## src/rtl/countdown_timer.sv

```systemverilog
// Countdown timer: mm:ss preset via increment pulses, counted down in 0.1 s ticks, expiry + timed beep.
// Latency: all outputs registered, one clk after the causing edge; no backpressure (pulse inputs, enable-gated).
// Optional preset reload on return to IDLE: define CD_PRESET_RELOAD_EN.
module countdown_timer #(
    parameter int CLOCKS4SECC = 10,
    parameter int BEEP_CYCLES = 200
) (
    input  logic       clk,
    input  logic       reset_n,
    input  logic       enable,
    input  logic       sw_start,
    input  logic       sw_clear,
    input  logic       sw_inc_min,
    input  logic       sw_inc_sec,
    output logic [5:0] min_cd,
    output logic [5:0] sec_cd,
    output logic [3:0] secc_cd,
    output logic       running,
    output logic       expired,
    output logic       beep
);
    localparam int PW = (CLOCKS4SECC > 1) ? $clog2(CLOCKS4SECC) : 1;
    localparam int BW = $clog2(BEEP_CYCLES + 1);

    typedef enum logic [1:0] {S_IDLE, S_RUN, S_PAUSE, S_EXPIRED} state_t;

    state_t        r_state, w_state_nxt;
    logic [5:0]    r_min, r_sec;
    logic [3:0]    r_secc;
    logic [PW-1:0] r_presc;
    logic [BW-1:0] r_beep_cnt;
    logic          r_running, r_expired, r_beep;
    logic          w_running_nxt, w_expired_nxt;
    logic          w_clr, w_start, w_inc_min, w_inc_sec;
    logic          w_nonzero, w_tick, w_last, w_enter_idle;
    logic [5:0]    w_rl_min, w_rl_sec;
    logic [3:0]    w_rl_secc;

    // One action per cycle, in priority order clear > start > inc_min > inc_sec.
    assign w_clr     = enable & sw_clear;
    assign w_start   = enable & sw_start & ~sw_clear;
    assign w_inc_min = enable & sw_inc_min & ~sw_clear & ~sw_start;
    assign w_inc_sec = enable & sw_inc_sec & ~sw_clear & ~sw_start & ~sw_inc_min;

    assign w_nonzero    = |{r_min, r_sec, r_secc};
    assign w_tick       = (r_state == S_RUN) & ~w_clr & ~w_start & (r_presc == PW'(CLOCKS4SECC - 1));
    assign w_last       = w_tick & (r_min == 6'd0) & (r_sec == 6'd0) & (r_secc == 4'd1);
    assign w_enter_idle = (r_state != S_IDLE) & (w_state_nxt == S_IDLE);

`ifdef CD_PRESET_RELOAD_EN
    logic [5:0] r_pre_min, r_pre_sec;
    logic [3:0] r_pre_secc;

    always_ff @(posedge clk or negedge reset_n) begin
        if (!reset_n) begin
            r_pre_min  <= '0;
            r_pre_sec  <= '0;
            r_pre_secc <= '0;
        end else if (r_state == S_IDLE && w_state_nxt == S_RUN) begin
            r_pre_min  <= r_min;
            r_pre_sec  <= r_sec;
            r_pre_secc <= r_secc;
        end
    end

    assign w_rl_min  = r_pre_min;
    assign w_rl_sec  = r_pre_sec;
    assign w_rl_secc = r_pre_secc;
`else
    assign w_rl_min  = '0;
    assign w_rl_sec  = '0;
    assign w_rl_secc = '0;
`endif

    always_ff @(posedge clk or negedge reset_n) begin
        if (!reset_n) begin
            r_state   <= S_IDLE;
            r_running <= 1'b0;
            r_expired <= 1'b0;
        end else begin
            r_state   <= w_state_nxt;
            r_running <= w_running_nxt;
            r_expired <= w_expired_nxt;
        end
    end

    always_comb begin
        w_state_nxt = r_state;
        case (r_state)
            S_IDLE:    if (w_start && w_nonzero) w_state_nxt = S_RUN;
            S_RUN:     if (w_clr)                w_state_nxt = S_IDLE;
                       else if (w_start)         w_state_nxt = S_PAUSE;
                       else if (w_last)          w_state_nxt = S_EXPIRED;
            S_PAUSE:   if (w_clr)                w_state_nxt = S_IDLE;
                       else if (w_start)         w_state_nxt = S_RUN;
            S_EXPIRED: if (w_clr || w_start)     w_state_nxt = S_IDLE;
            default:                             w_state_nxt = S_IDLE;
        endcase
    end

    always_comb begin
        w_running_nxt = (w_state_nxt == S_RUN);
        w_expired_nxt = (w_state_nxt == S_EXPIRED);
    end

    always_ff @(posedge clk or negedge reset_n) begin
        if (!reset_n) begin
            r_min      <= '0;
            r_sec      <= '0;
            r_secc     <= '0;
            r_presc    <= '0;
            r_beep_cnt <= '0;
            r_beep     <= 1'b0;
        end else if (w_enter_idle) begin
            r_min      <= w_rl_min;
            r_sec      <= w_rl_sec;
            r_secc     <= w_rl_secc;
            r_presc    <= '0;
            r_beep_cnt <= '0;
            r_beep     <= 1'b0;
        end else begin
            case (r_state)
                S_IDLE: begin
                    if (w_inc_min) begin
                        r_min  <= (r_min == 6'd59) ? 6'd0 : r_min + 6'd1;
                        r_secc <= '0;
                    end else if (w_inc_sec) begin
                        r_sec  <= (r_sec == 6'd59) ? 6'd0 : r_sec + 6'd1;
                        r_secc <= '0;
                    end
                    if (w_state_nxt == S_RUN) r_presc <= '0;
                end
                S_RUN: begin
                    // The prescaler only advances on cycles that are not consumed by a start pulse.
                    if (w_tick) begin
                        r_presc <= '0;
                        if (r_secc != 4'd0) begin
                            r_secc <= r_secc - 4'd1;
                        end else if (r_sec != 6'd0) begin
                            r_secc <= 4'd9;
                            r_sec  <= r_sec - 6'd1;
                        end else begin
                            r_secc <= 4'd9;
                            r_sec  <= 6'd59;
                            r_min  <= r_min - 6'd1;
                        end
                        if (w_last) begin
                            r_beep     <= 1'b1;
                            r_beep_cnt <= BW'(BEEP_CYCLES - 1);
                        end
                    end else if (!w_start) begin
                        r_presc <= r_presc + PW'(1);
                    end
                end
                S_EXPIRED: begin
                    if (r_beep_cnt != '0) r_beep_cnt <= r_beep_cnt - BW'(1);
                    else                  r_beep     <= 1'b0;
                end
                default: ;
            endcase
        end
    end

    assign min_cd  = r_min;
    assign sec_cd  = r_sec;
    assign secc_cd = r_secc;
    assign running = r_running;
    assign expired = r_expired;
    assign beep    = r_beep;
endmodule

```

## config.mk

```make
export PLATFORM = sky130hd
export DESIGN_NAME = countdown_timer
export DESIGN_NICKNAME = d
export VERILOG_FILES = /design/src/rtl/countdown_timer.sv
export SDC_FILE = /design/constraint.sdc
export NUM_CORES = 1
export LEC_CHECK = 0
export ABC_CLOCK_PERIOD_IN_PS = 2200
export CAP_MARGIN = 30
export CORE_MARGIN = 10
export CORE_UTILIZATION = 36
export CTS_CLUSTER_DIAMETER = 30
export DETAILED_ROUTE_END_ITERATION = 10
export PLACE_DENSITY = 0.56
export SYNTH_ARGS = -nofsm -noshare
export SYNTH_HDL_FRONTEND = slang
export SYNTH_SLANG_ARGS = --single-unit
```

## constraint.sdc

```tcl
create_clock -name clk -period 2.2 [get_ports clk]
set_clock_uncertainty 0.05 [all_clocks]
set_input_delay 0.33 -clock clk [delete_from_list [all_inputs] [get_ports clk]]
set_output_delay 0.33 -clock clk [all_outputs]
set_load 0.05 [all_outputs]
```

==> results of run 1 <==
## routing by layer
metal	vias to the layer above	routed length (um)
met1	1130	3240
met3	6	327
li1	1214	-
met5	-	0
met4	0	70
met2	43	3020
## state kept, by name, summed over array words and instances (netlist names)
register	cells
r_beep_cnt	8
min_cd	6
sec_cd	6
r_presc	4
secc_cd	4
r_state	2
beep	1
expired	1
running	1
## cells by family (layout without fill, tap and decap cells)
family                     Yosys count  in the layout  synth area share
AOI/OAI and AO/OA                   93             93             0.265
xor gates and xnor gates             1              1           0.00347
adders and majority gates           13             13            0.0645
buffers and inverters               33             96            0.0729
DFF                                 33             33             0.327
muxes                                5              5            0.0208
and+or+nand+nor                    114            114             0.246
## critical path: cells and delay by family, from the launching register on
family / cells / cell delay (ns)
fa+ha+maj: 1 / 0.17
flops: 1 / 0.40
compound gates: 2 / 0.50
simple gates: 3 / 0.77
buf+inv: 1 / 0.08
## final timing paths
check / from / endpoint / slack [ns] / depth (start not counted)
min reg2reg: beep / beep / 0.48 / 2
min in group clk: beep / beep / 0.48 / 2
max reg2reg: sec_cd[0] / min_cd[2] / 0.12 / 7
max in group asynchronous: reset_n / secc_cd[1] / 1.33 / 2
max: sec_cd[0] / min_cd[2] / 0.12 / 7
min: reset_n / secc_cd[3] / 0.40 / 2
## cell type report
class                           instances  area (um^2)  area share
Clock buffer                            7         86.3      0.0264
Clock inverter                          1         30.0     0.00920
Inverter                               15         56.3      0.0172
Multi-Input combinational cell        226         1530       0.467
Sequential cell                        33          836       0.256
Tap cell                               96          120      0.0368
Timing Repair Buffer                   73          611       0.187
## Yosys cell counts (2+ instances only)
master	instances	area [um^2]
dfrtp_1	33	826
nand2_1	23	86.3
nor2_1	22	82.6
o21ai_0	20	100
a21oi_1	19	95.1
nand3_1	16	80.1
inv_1	15	56.3
ha_1	13	163
nand4_1	8	50.1
buf_6	7	78.8
clkbuf_1	7	26.3
nand2b_1	7	43.8
nor3_1	7	35.0
o211ai_1	7	52.6
a311oi_1	5	43.8
a31oi_1	5	31.3
o2bb2ai_1	5	43.8
a32o_1	4	40.0
nor4_1	4	25.0
o31ai_1	4	30.0
a211oi_1	3	22.5
and2_1	3	18.8
buf_2	3	15.0
mux2i_1	3	30.0
o21a_1	3	22.5
o22a_1	3	26.3
a21o_1	2	15.0
and3_1	2	12.5
and4_1	2	17.5
mux2_2	2	22.5
nand3b_1	2	15.0
nor2b_1	2	12.5
nor3b_1	2	15.0
o22ai_1	2	12.5
or3_4	2	22.5
## metrics by stage
stage	area, um^2	instances	utilization	setup TNS [ns]
detailed placement	3140	443	0.462	-0.0507
CTS	3250	451	0.479	0
finish	3260	451	0.480	0
global placement	3140	443	0.462	0
global route	3260	451	0.480	0
floorplan	2530	292	-	-0.0176
## power by group
| group | switching, W | internal [W] |
|---|---|---|
| logic | 0.00126 | 0.000867 |
| registers | 0.000145 | 0.000776 |
| clock network | 0.000230 | 0.000369 |
## timing repair
action                                  CTS  global route
hold buffers                              0             0
gates resized for setup                   0             5
endpoints found under the setup margin    0            11
==> impl_metrics.yaml, run 1 <==
job:
  cap_violations: 0
detailed_routing:
  dr.pass1.iters: 4
  drtAntennaViolNets: 0
  dr_total_vias: 2393
  routed_wirelength_um: 6650
  drcViolationCount: 0
  wire_per_inst_um: 14.8
  first_iter_violations: 117
  routed_via_density: 5.31
cts:
  cts_setup_buffers: 0
  tritoncts: "yes"
  cts_max_level: 2
  insertion_delay_ns: 0.29
  cts_sinks: 33
  cts-buffers-inserted: 5
  clock-root-buffer: "clkbuf_8"
  clock_path_buffers: 2
  path_clk_slew_ns: 0.07
power:
  p_per_area_mw_per_mm2: 1120
  finalPower_w: 0.00364
  vdd_drop_max_mv: 0.467
  p_leak_nw: 1.36
finish:
  layout.cells.most_common: "buf_4"
  diodes: 0
  n_fill_cell: 674
  area_delta_synth_final_pct: 29.4
  drive_above_1_share: 0.223
  final_cell_mix: "buf_4, dfrtp_1, clkdlybuf4s50_1"
  fin_nets: 374
floorplan:
  start_util: 0.371
  die_x_um: 104
  ioPinCount: 26
  rows: 30
  die-area_mm2: 0.0108
  die_h_um: 104
  core_area_mm2: 0.00679
place:
  gp_congestion: 0.823
  io_buffer_count: 25
  hpwl_um: 5030
  dpl_worst_slack_ns: -0.0252
grt:
  antenna_found_initial: 0
  grtUsageTotal: 0.120
  grt_pass1_vias: 2266
  met3_usage: 0.0297
  grt_use_met2: 0.193
  globalRouteOverflowTotal: 0
  grt_max_degree: 34
  grt_first_pass_wirelength_um: 11200
  grtUsageMet1: 0.158
  grt_most_used_layer: "met2"
critical_path:
  critPathMaxFanout: 6
  end_kind: "flip-flop"
  cp-start-kind: "flip-flop"
  worstPathCellList: "inv_1 -> ha_1 -> or2b_2 -> or3_4 -> a41oi_4 -> nand3_1 -> a22o_1"
  arrival_ns: 2.21
  slowest_stage: "dfrtp_2"
  max_stage_delay_ns: 0.40
  critPathKind: "flip-flop to flip-flop"
  critPathRequiredTime_ns: 2.33
timing:
  timing.hold.ws_ns: 0.403
  relSlewSlack: 0.663
  rsz0062_at_grt: "no"
  timing.fmax_mhz: 481
  report.final.hold_viol_count: 0
  layout_min_cycle_time_ns: 2.08
  setup_ws_ns: 0.120
  setup_violations: 0
  fin_crit_sh: 0.946
  drv_slew: 0
  tightest_slew_ns: 0.504
synth:
  ys_warn_count: 0
  syn-num-nets: 312
  async_flop_share: 1.00
  postSynthCellCount: 292
  synth_area_mm2: 0.00252
  ys_seq_area_frac: 0.327
  yosys_register_bits: 33
  synthFlopType: "dfrtp_1"
  synth-edff-count: 0
  synth.distinct_cells: 60
  syn_avg_cell_area_um2: 8.64
hold_path:
  hold_path_class: "input port to async pin"
outcome:
  status: "finished, final reports clean"
Note: power is estimated with default switching activity, not from simulation.
==> run 2, diff against run 1 <==
Settings changed: ABC_CLOCK_PERIOD_IN_PS 2200 to default, DONT_BUFFER_PORTS from default to 1, PLACE_DENSITY 0.56 to 0.51.
==> run 2 against run 1 <==
Against the previous run:
- routed wire length rose by 1.8%
- highest routed layer unchanged
- sequential share of layout area grew 2.3 points
- core utilization is 3.9 points lower
- largest power group unchanged
- first-iteration DRC count down 24%
- critical path type unchanged
- die area stayed put
- register-to-register slack about the same
- sequential cell count is the same
==> impl_metrics.yaml, run 2 (synthesized netlist as in run 1, its figures left out) <==
detailed_routing:
  routed_via_density: 5.42
  wire_per_inst_um: 16.0
  drcViolationCount: 0
  dr.pass1.iters: 4
  drtAntennaViolNets: 0
  dr_total_vias: 2288
  first_iter_violations: 89
  routed_wirelength_um: 6770
hold_path:
  hold_depth: 3
  hold_start: "sw_clear"
  hold_path_class: "input port to flip-flop"
finish:
  layout.cells.most_common: "buf_4"
  area_delta_synth_final_pct: 18.9
  top_register: "r_beep_cnt"
  fin_nets: 345
  final_cell_mix: "buf_4, dfrtp_1, nand2_1"
  fin_cells: 422
  diodes: 0
  drive_above_1_share: 0.242
  final_util: 0.442
  largest_reg_flops: 8
power:
  p_leak_nw: 1.24
  finalPower_w: 0.00337
  vdd_drop_max_mv: 0.368
  p_per_area_mw_per_mm2: 1120
floorplan:
  start_util: 0.371
  rows: 30
  core_area_mm2: 0.00679
  die-area_mm2: 0.0108
  ioPinCount: 26
  die_h_um: 104
  die_x_um: 104
place:
  hpwl_um: 4970
  gp_congestion: 0.811
  post-place-cells: 410
  io_buffer_count: 0
timing:
  tightest_slew_ns: 0.498
  layout_min_cycle_time_ns: 2.07
  report.final.hold_viol_count: 0
  fin_crit_sh: 0.939
  drv_slew: 0
  timing.fmax_mhz: 484
  setup_violations: 0
  relSlewSlack: 0.668
  timing.hold.ws_ns: 0.235
  rsz0062_at_grt: "no"
critical_path:
  worstPathCellList: "inv_2 -> ha_2 -> or2b_2 -> or3_4 -> a41oi_4 -> nand3_1 -> a22o_1"
  crit_family: "simple AND/OR/NAND/NOR gates"
  timing.rr.start: "sec_cd[0]"
  worstSetupPathDepth: 7
  cp-start-kind: "flip-flop"
  r2r_cells: 7
  critPathMaxFanout: 7
  end_kind: "flip-flop"
  critPathRequiredTime_ns: 2.32
  slowest_stage: "dfrtp_2"
  cp-startpoint: "sec_cd[0]"
  max_stage_delay_ns: 0.41
  critPathKind: "flip-flop to flip-flop"
  cp_num_buf_inv: 1
  arrival_ns: 2.19
cts:
  tritoncts: "yes"
  path_clk_slew_ns: 0.07
  cts-buffers-inserted: 5
  insertion_delay_ns: 0.28
  clock_path_buffers: 2
  clock-root-buffer: "clkbuf_8"
  cts_sinks: 33
  cts_max_level: 2
grt:
  globalRouteOverflowTotal: 0
  grt_max_degree: 34
  grt_pass1_vias: 2237
  grt_first_pass_wirelength_um: 11500
  antenna_found_initial: 0
  grtUsageTotal: 0.125
job:
  cap_violations: 0
outcome:
  status: "finished, final reports clean"
[run 2: changes by cell type in the layout (fill, tap and decap cells not counted), moves of 2 or more]
cell and change:
o21ai_1 -2, ha_2 +2, clkdlybuf4s50_1 -25, inv_2 +2
inv_1 -2, o21ai_0 +2, buf_4 -7, ha_1 -2
[run 2: final timing paths]
kind / slack (ns) / end
setup / recovery: 0.13 / min_cd[2]
hold / removal: 0.23 / secc_cd[1]
setup reg to reg: 0.13 / min_cd[2]
hold reg to reg: 0.49 / r_presc[0]
max in group asynchronous: 1.46 / min_cd[1]
min in group asynchronous: 0.45 / sec_cd[5]
[run 2: worst register-to-register path, stage by stage, from the launching register on]
cell and delay, ns:
dfrtp_2 0.41, inv_2 0.07, ha_2 0.17, or2b_2 0.31, or3_4 0.35, a41oi_4 0.25
nand3_1 0.12, a22o_1 0.24
[run 2: metrics by stage]
| stage | worst slack (ns) | setup TNS, ns | cell area, um^2 |
|---|---|---|---|
| 2_1_floorplan | -0.0176 | -0.0176 | 2530 |
| 6_report | 0.134 | 0 | 3000 |
| 4_1_cts | 0.0197 | 0 | 2960 |
| 5_1_grt | 0.00382 | 0 | 3000 |
| 3_5_place_dp | -0.0164 | -0.0164 | 2830 |
| 3_3_place_gp | 0.0668 | 0 | 2830 |
[run 2: what timing repair did]
item,in CTS,in global routing
pin swaps,0,2
hold buffers,2,0
gates cloned,0,1
gates resized for setup,1,7
hold endpoints to repair,33,0
buffers inserted,0,1
setup endpoints to repair,2,11
[run 2: metal layers]
layer  vias up  wire (um)  GRT usage
li1       1159          -          -
met1      1091       3260      0.166
met2        34       3090      0.192
met3         4        345     0.0372
met4         0         70     0.0348
met5         -          0          0
[run 2: cell type report]
cell class                      instances  area [um^2]
Timing Repair Buffer                   44          349
Tap cell                               96          120
Inverter                               15         56.3
Clock buffer                            7         96.3
Fill cell                             681         3790
Sequential cell                        33          836
Multi-Input combinational cell        226         1540
Clock inverter                          1         5.00
[run 2: report_power, final]
group	total (W)	switching, W	internal, W
registers	0.000924	0.000149	0.000775
logic	0.00192	0.00123	0.000691
clock network	0.000521	0.000238	0.000283
total	0.00337	0.00162	0.00175
==> run 3, diff against run 2 <==
Settings changed: PLACE_DENSITY 0.51 to 0.49.
Clock period 2.2 ns to 2.1 ns, I/O delays scaled along.
==> run 3 against run 2 <==
Against the previous run:
- setup slack lost 0.045 ns
- total power increased by 5.1%
- die area did not move
- sequential cell count is the same
- global-route usage is 0.23 points higher
- non-clock buffer count did not move
- critical path depth unchanged
- via count rose by 3.3%
- clock-buffer cell count fell by 2
- maximum frequency is 2.7% higher
- sequential share of layout area decreased by 0.074 points
- largest cell class unchanged
- highest routed layer unchanged
==> impl_metrics.yaml, run 3 (synthesized netlist as in run 1, its figures left out) <==
cts:
  path_clk_slew_ns: 0.07
  tritoncts: "yes"
  clock-root-buffer: "clkbuf_8"
  cts-buffers-inserted: 5
  cts_max_level: 2
  insertion_delay_ns: 0.29
  cts_sinks: 33
  clock_path_buffers: 2
detailed_routing:
  routed_wirelength_um: 7050
  drcViolationCount: 0
  first_iter_violations: 154
  dr.pass1.iters: 4
  dr_total_vias: 2363
  wire_per_inst_um: 16.7
  drtAntennaViolNets: 0
  routed_via_density: 5.60
power:
  p_per_area_mw_per_mm2: 1170
  vdd_drop_max_mv: 0.645
  p_leak_nw: 1.24
critical_path:
  critPathMaxFanout: 7
  end_kind: "flip-flop"
  arrival_ns: 2.19
  critPathRequiredTime_ns: 2.28
  critPathKind: "flip-flop to flip-flop"
  rrSetupSlack_ns: 0.09
  cp-start-kind: "flip-flop"
finish:
  n_fill_cell: 680
  final_cell_mix: "buf_4, dfrtp_1, nand2_1"
  fin_nets: 345
  fin_cells: 422
  largest_reg_flops: 8
  layout.cells.most_common: "buf_4"
  drive_above_1_share: 0.264
  stdcell_area_mm2: 0.00301
  top_register: "r_beep_cnt"
  diodes: 0
  area_delta_synth_final_pct: 19.4
floorplan:
  die_x_um: 104
  ioPinCount: 26
  start_util: 0.371
  core_area_mm2: 0.00679
  rows: 30
  die-area_mm2: 0.0108
  die_h_um: 104
job:
  cap_violations: 0
grt:
  grt_pass1_vias: 2229
  grt_max_degree: 34
  grt_first_pass_wirelength_um: 11500
  grtUsageTotal: 0.128
  globalRouteOverflowTotal: 0
  antenna_found_initial: 0
timing:
  timing.fmax_mhz: 497
  tightest_slew_ns: 0.486
  relSlewSlack: 0.676
  layout_min_cycle_time_ns: 2.01
  report.final.hold_viol_count: 0
  rsz0062_at_grt: "yes"
  fin_crit_sh: 0.958
  setup_violations: 0
  drv_slew: 0
outcome:
  status: "finished, final reports clean"
place:
  io_buffer_count: 0
  place_area_mm2: 0.00284
  gp_congestion: 0.829
  post-place-cells: 409
  hpwl_um: 5070
hold_path:
  hold_path_class: "input port to flip-flop"
==> run 3: changes by cell type in the layout (fill, tap and decap cells not counted), sizes merged <==
cell,delta
clkinvlp,+1
buf,+1
clkinv,+1
clkdlybuf4s15,-1
clkbuf,-2
==> run 3: final cells by class <==
class | instances | area, um^2 | area share
timing repair buffer | 44 | 347 | 0.115
multi-input combinational | 226 | 1570 | 0.520
inverter | 15 | 56.3 | 0.0187
clock inverter | 3 | 17.5 | 0.00581
sequential | 33 | 837 | 0.278
tap | 96 | 120 | 0.0399
clock buffer | 5 | 68.8 | 0.0228
==> run 3: through the flow <==
step | TNS [ns] | util | power [W] | hold slack [ns] | setup WS [ns]
finish | 0 | 0.443 | 0.00354 | 0.230 | 0.0889
detailed placement | 0 | 0.417 | 0.00298 | -0.0286 | 0.0487
global route | -0.0321 | 0.443 | 0.00380 | 0.231 | -0.0302
global placement | 0 | 0.417 | 0.00297 | -0.0286 | 0.0834
floorplan | 0 | - | 0.00242 | -0.0306 | 0.000682
CTS | 0 | 0.435 | 0.00350 | 0.210 | 0.0351
==> run 3: timing repair <==
action / 4_1_cts / 5_1_grt
setup buffers: 0 / 2
hold buffers: 2 / 0
setup endpoints to repair: 0 / 14
hold endpoints to repair: 33 / 0
gates resized for setup: 0 / 10
==> run 3: where the power goes <==
part           switching [W]  leakage [nW]  internal, W  total (W)
registers           0.000171         0.398     0.000814   0.000985
clock network       0.000265        0.0439     0.000229   0.000494
logic                0.00130         0.801     0.000761    0.00206
total                0.00173          1.24      0.00180    0.00354
==> run 3: worst max-delay path, cell delays in order, from the launching register on <==
cell	delay, ns
dfrtp_2	0.41
inv_2	0.09
ha_4	0.13
or2b_4	0.25
or3_4	0.37
a41oi_4	0.24
and2_4	0.24
a32o_1	0.17
==> run 3: layer usage <==
layer | share of wire | vias up | wire, um | track usage
li1 | - | 1163 | - | -
met1 | 0.47 | 1146 | 3310 | 0.163
met2 | 0.47 | 47 | 3330 | 0.202
met3 | 0.048 | 7 | 339 | 0.0366
met4 | 0.011 | 0 | 76 | 0.0388
met5 | 0 | - | 0 | 0
==> run 3: worst paths after layout <==
kind                            start    endpoint  cells past startpoint
hold / removal               sw_clear  secc_cd[1]                      3
hold reg to reg            r_presc[2]  r_presc[2]                      1
setup / recovery            sec_cd[0]   min_cd[5]                      7
min in group asynchronous     reset_n  r_state[0]                      2
setup reg to reg            sec_cd[0]   min_cd[5]                      7
max in group asynchronous     reset_n   sec_cd[2]                      2
==> RTL change 1 (settings of run 3) <==
Add a define of `CD_PRESET_RELOAD_EN`.
--- a/src/rtl/countdown_timer.sv
+++ b/src/rtl/countdown_timer.sv
@@ -1,6 +1,8 @@
 // Countdown timer: mm:ss preset via increment pulses, counted down in 0.1 s ticks, expiry + timed beep.
 // Latency: all outputs registered, one clk after the causing edge; no backpressure (pulse inputs, enable-gated).
 // Optional preset reload on return to IDLE: define CD_PRESET_RELOAD_EN.
+`define CD_PRESET_RELOAD_EN
+
 module countdown_timer #(
     parameter int CLOCKS4SECC = 10,
     parameter int BEEP_CYCLES = 200
Check against the original RTL: not equivalent (Yosys sat finds a counterexample within 4 cycles, from zero or initial values and one cycle with reset_n low).
==> RTL change 1 against run 3 <==
  * Design area increased by 27%
  * Routed wire length increased by 20%
  * Total power increased by 36%
  * Synthesized area increased by 28%
  * Worst setup slack got worse by 0.027 ns
  * Sequential cell count increased by 16
  * Maximum frequency decreased by 1.3%
==> RTL change 1: results (changes against run 3) <==
Setup path
The startpoint identified for the worst register-to-register timing path is min_cd[0]. The capturing point of the worst reg2reg path is r_beep_cnt[3]. The peak fanout along the critical path was 4 (-3).

The worst-case register-to-register setup slack was 0.06 ns (-0.03 ns).

Yosys
Sorting the synthesized cells by area gives the leading types as dfrtp_1 (38%), ha_1 (5.0%), nand2_1 (4.8%). The fraction of the yosys area taken by sequential cells is 37.9% (+5.1 points). Sorting the synthesized cells by how often they occur yields dfrtp_1 (49), nand2_1 (41), o21ai_0 (29), nor2_1 (24), a21oi_1 (14). The count of distinct cell types in the synthesized netlist is 76 (+27%). The number of warnings reported in the yosys synthesis log came to 0 (unchanged).

The net count of the mapped netlist was 374 (+20%).

Status
The flow ran to the end, and the final reports show no timing, DRC or antenna violations.

Route
The count of TritonRoute iterations in the first routing pass is 4 (unchanged). The initial DRC count came to 129 (-16%). The met3 layer wire length in the routed design came to 525 um (+55%). The per-cell routed wire length was 17.3 um (+3.3%). The routed via count divided by cell count was 5.68 (+1.5%).

The length of routed met2 wiring was 4010 um (+20%). The routed length on met1 is 3850 um (+16%).

Finish
The final net count was 401 (+16%). The layout buffering overhead excluding clock cells was 9.45% (-2.1 points). The flip-flop and latch area is 1230 um2 (+48%). The number of clock buffers in the layout was 6 (+1). The layout cell share with drive strength beyond 1 is 25.7% (-0.73 points). The non-clock buffer count in the final layout was 42 (-4.5%). The multi-input combinational area share is 50.3% (-1.7 points). The share of final layout cell area taken by clock buffers and inverters was 3.13% (+0.26 points). The count of filler cells inserted in the layout is 842 (+24%). The number of logic inverters in the finished layout is 13 (-2). The multi-input combinational gate total is 270 (+19%).

Placement
The total of buffers placed on input and output ports was 0 (unchanged). The post-detailed-placement half-perimeter wirelength is 6280 um (+24%). The placer's final routability congestion estimate is 0.837 (+1.0%).

CTS
The number of instances resized during post-cts repair is 0 (unchanged). The clock sink count is 49 (+48%). The clock edge transition at the registers on the reported setup and hold paths came to 0.10 ns (+0.03 ns).

The clock latency on the worst-skew pair is 0.31 ns (+0.02 ns).

Power
The worst supply voltage drop on vdd is 0.524 mV (-19%). The leakage power was 1.63 nW (+31%).

Global route
The largest net degree at the start of global routing is 50 (+47%). The global-route met3 utilization is 3.85% (+0.20 points). The all-layer global routing usage is 13.0% (+0.27 points). The number of global-route vias before repair was 2,699 (+21%).

The met2 track demand over resource is 21.1% (+0.88 points). The global-route wire length before repair is 14,200 um (+23%). The met1 layer usage reported by global route is 16.9% (+0.53 points).

Timing
The headroom to the max-slew limit is 62.0% (-5.6 points).
RTL change 1: changes by cell type after synthesis, moves of 6 or more:
cell	run 3	this run
a31oi_1	5	12
buf_2	3	12
dfrtp_1	33	49
mux2_2	2	9
nand2_1	23	41
nand4_1	8	2
o21ai_0	20	29
RTL change 1: worst min path at each step:
stage               endpoint  slack [ns]    start  depth (start not counted)
6_report          r_state[1]        0.18   enable                          2
5_1_grt           r_state[1]        0.17   enable                          2
2_1_floorplan           beep       -0.03  reset_n                          0
3_5_place_dp   r_beep_cnt[2]       -0.03  reset_n                          0
4_1_cts           r_state[1]        0.17   enable                          2
3_3_place_gp   r_beep_cnt[2]       -0.03  reset_n                          0
RTL change 1: logic make-up after synthesis:
kind of cell    Yosys count  share of synthesized area (%)
fa+ha+maj                13                           5.03
mux                      13                           4.68
simple gates            128                           21.5
compound gates          115                           25.0
xor+xnor                  1                          0.271
buf+inv                  35                           5.57
flops                    49                           37.9
RTL change 1: per-stage QoR:
| stage | worst slack (ns) | TNS [ns] | cells | hold slack, ns | cell area [um2] |
|---|---|---|---|---|---|
| 2_1_floorplan | 0.00306 | 0 | 354 | -0.0306 | 3320 |
| 3_3_place_gp | 0.0597 | 0 | 479 | -0.0281 | 3640 |
| 3_5_place_dp | 0.0270 | 0 | 479 | -0.0281 | 3640 |
| 4_1_cts | 0.00890 | 0 | 489 | 0.168 | 3790 |
| 5_1_grt | -0.0857 | -0.0857 | 490 | 0.166 | 3840 |
| 6_report | 0.0620 | 0 | 490 | 0.181 | 3840 |
RTL change 1: power by group:
group / internal, mW / switching, mW / leakage, nW
clock: 0.388 / 0.337 / 0.0574
combinational: 0.962 / 1.55 / 0.968
sequential: 1.26 / 0.298 / 0.602
total: 2.61 / 2.18 / 1.63
==> RTL change 2 (flow settings as in run 3) <==
Made on the original files. Re-encode `state_t` (4 states) as one-hot, 4 bits wide.
--- a/src/rtl/countdown_timer.sv
+++ b/src/rtl/countdown_timer.sv
@@ -22,7 +22,7 @@
     localparam int PW = (CLOCKS4SECC > 1) ? $clog2(CLOCKS4SECC) : 1;
     localparam int BW = $clog2(BEEP_CYCLES + 1);
 
-    typedef enum logic [1:0] {S_IDLE, S_RUN, S_PAUSE, S_EXPIRED} state_t;
+    typedef enum logic [3:0] {S_IDLE = 4'b0001, S_RUN = 4'b0010, S_PAUSE = 4'b0100, S_EXPIRED = 4'b1000} state_t;
 
     state_t        r_state, w_state_nxt;
     logic [5:0]    r_min, r_sec;
Function: same outputs for any inputs over 10 cycles, from zero or initial values and one cycle with reset_n low; not proved beyond that.
==> RTL change 2 against run 3 <==
  * The flow now finishes with violations (negative setup slack)
  * Hold slack worse by 0.042 ns
  * Total power increased by 22%
  * Routed wire length shrank 9.8%
  * Sequential cell count is 2 higher
  * Synthesized cell count is 7.5% lower
  * Critical path depth fell by 1
  * Worst setup slack got worse by 0.17 ns
  * Largest power group unchanged
  * Synthesized area fell by 6.5%
  * Sequential power grew 0.6%
  * Design area increased by 8.8%
==> RTL change 2: results (changes against run 3) <==
Status
The run finished, with violations left. The checks that failed: negative setup slack.

Timing
The tightest hold margin was 0.188 ns (-0.0421 ns). The final worst setup slack was -0.0844 ns (-0.173 ns). The total negative slack is -0.246 ns (-0.246 ns).

The headroom to the max-slew limit came to 66.3% (-1.3 points). The number of failing setup endpoints in the final timing report is 7 (+7).

Yosys
The net count of the mapped netlist is 287 (-8.0%). The compound-cell area share of the yosys netlist came to 23.8% (-2.7 points). The count of distinct cell types in the synthesized netlist is 55 (-8.3%).

The xor and xnor area share after synthesis came to 2.23% (+1.9 points). The mux share of post-synthesis cell area was 1.33% (-0.76 points). After synthesis, the most frequently instantiated cells are dfrtp_1 (34), nand2_1 (25), nor2_1 (17), o21ai_0 (17), inv_1 (16). The fraction of the yosys area taken by sequential cells came to 37.2% (+4.5 points).

By area, the combinational part of the netlist is dominated by simple AND/OR/NAND/NOR gates.

Global route
The global-route wire length before repair is 10,600 um (-7.4%). The all-layer global routing usage is 12.7% (-0.11 points). The number of global-route vias before repair came to 2,199 (-1.3%).

Setup path
The cell depth of the worst flop-to-flop path is 6 (-1). The type of the worst setup path is reg2reg. The maximum cell stage delay along the critical path was 0.43 ns (+0.02 ns). The slowest stage cell on the critical path is or3b_4.

In this run the worst setup path begins at sec_cd[2]. The arrival time of the worst setup path is 2.36 ns (+0.17 ns). The peak fanout along the critical path is 5 (-2).

Power
The worst supply voltage drop on vdd was 0.687 mV (+6.5%). The switching component of the power came to 1.91 mW (+10%). The leakage power is 1.52 nW (+23%).

Min path
The capture endpoint of the worst hold path is r_state[1]. The count of cells along the worst hold path came to 2 (-1). The tightest min-delay check is of the in2reg type.

Route
The routed length on met1 is 3040 um (-8.2%). The met3 layer wire length in the routed design was 313 um (-7.7%). The count of vias placed by the detailed router was 2,251 (-4.7%). The length of routed met2 wiring is 2960 um (-11%). The detailed router used layers up to and including met4. The initial DRC count came to 64 (-58%).

Placement
The placer's final routability congestion estimate is 0.850 (+2.5%). The setup slack at placement is -0.202 ns (-0.251 ns). The post-detailed-placement half-perimeter wirelength was 4740 um (-6.5%).

CTS
The post-CTS setup buffer count was 2 (+2). The number of instances resized during post-cts repair is 14 (+14).

Finish
The layout cell share with drive strength beyond 1 is 37.4% (+11 points).
## RTL change 2: metrics by stage
stage | instances | power (mW) | area [um2]
after detailed placement | 399 | 3.40 | 2930
after CTS | 411 | 4.17 | 3140
after global placement | 399 | 3.40 | 2930
after floorplan | 270 | 2.58 | 2420
final | 414 | 4.30 | 3280
after global routing | 414 | 4.63 | 3280
## RTL change 2: power by group through the flow
stage                     Clock, mW  Combinational, mW  Sequential, mW
after floorplan                   0               1.21            1.36
after global placement            0               2.40           0.995
after detailed placement          0               2.40           0.997
after CTS                     0.667               2.51           0.987
after global routing          0.687               2.92            1.02
final                         0.647               2.67           0.991
## RTL change 2: cell type report
class	instances	area (um2)
fill	601	3070
multi-input combinational	207	1560
sequential	35	880
timing repair buffer	71	568
tap	77	96.3
clock buffer	6	82.6
inverter	16	60.1
clock inverter	2	35.0
## RTL change 2: routing by layer
layer | vias up | GRT usage (%)
met1 | 1077 | 16.7
met2 | 36 | 20.0
met4 | 0 | 3.00
met5 | - | 0
li1 | 1132 | -
met3 | 6 | 3.36
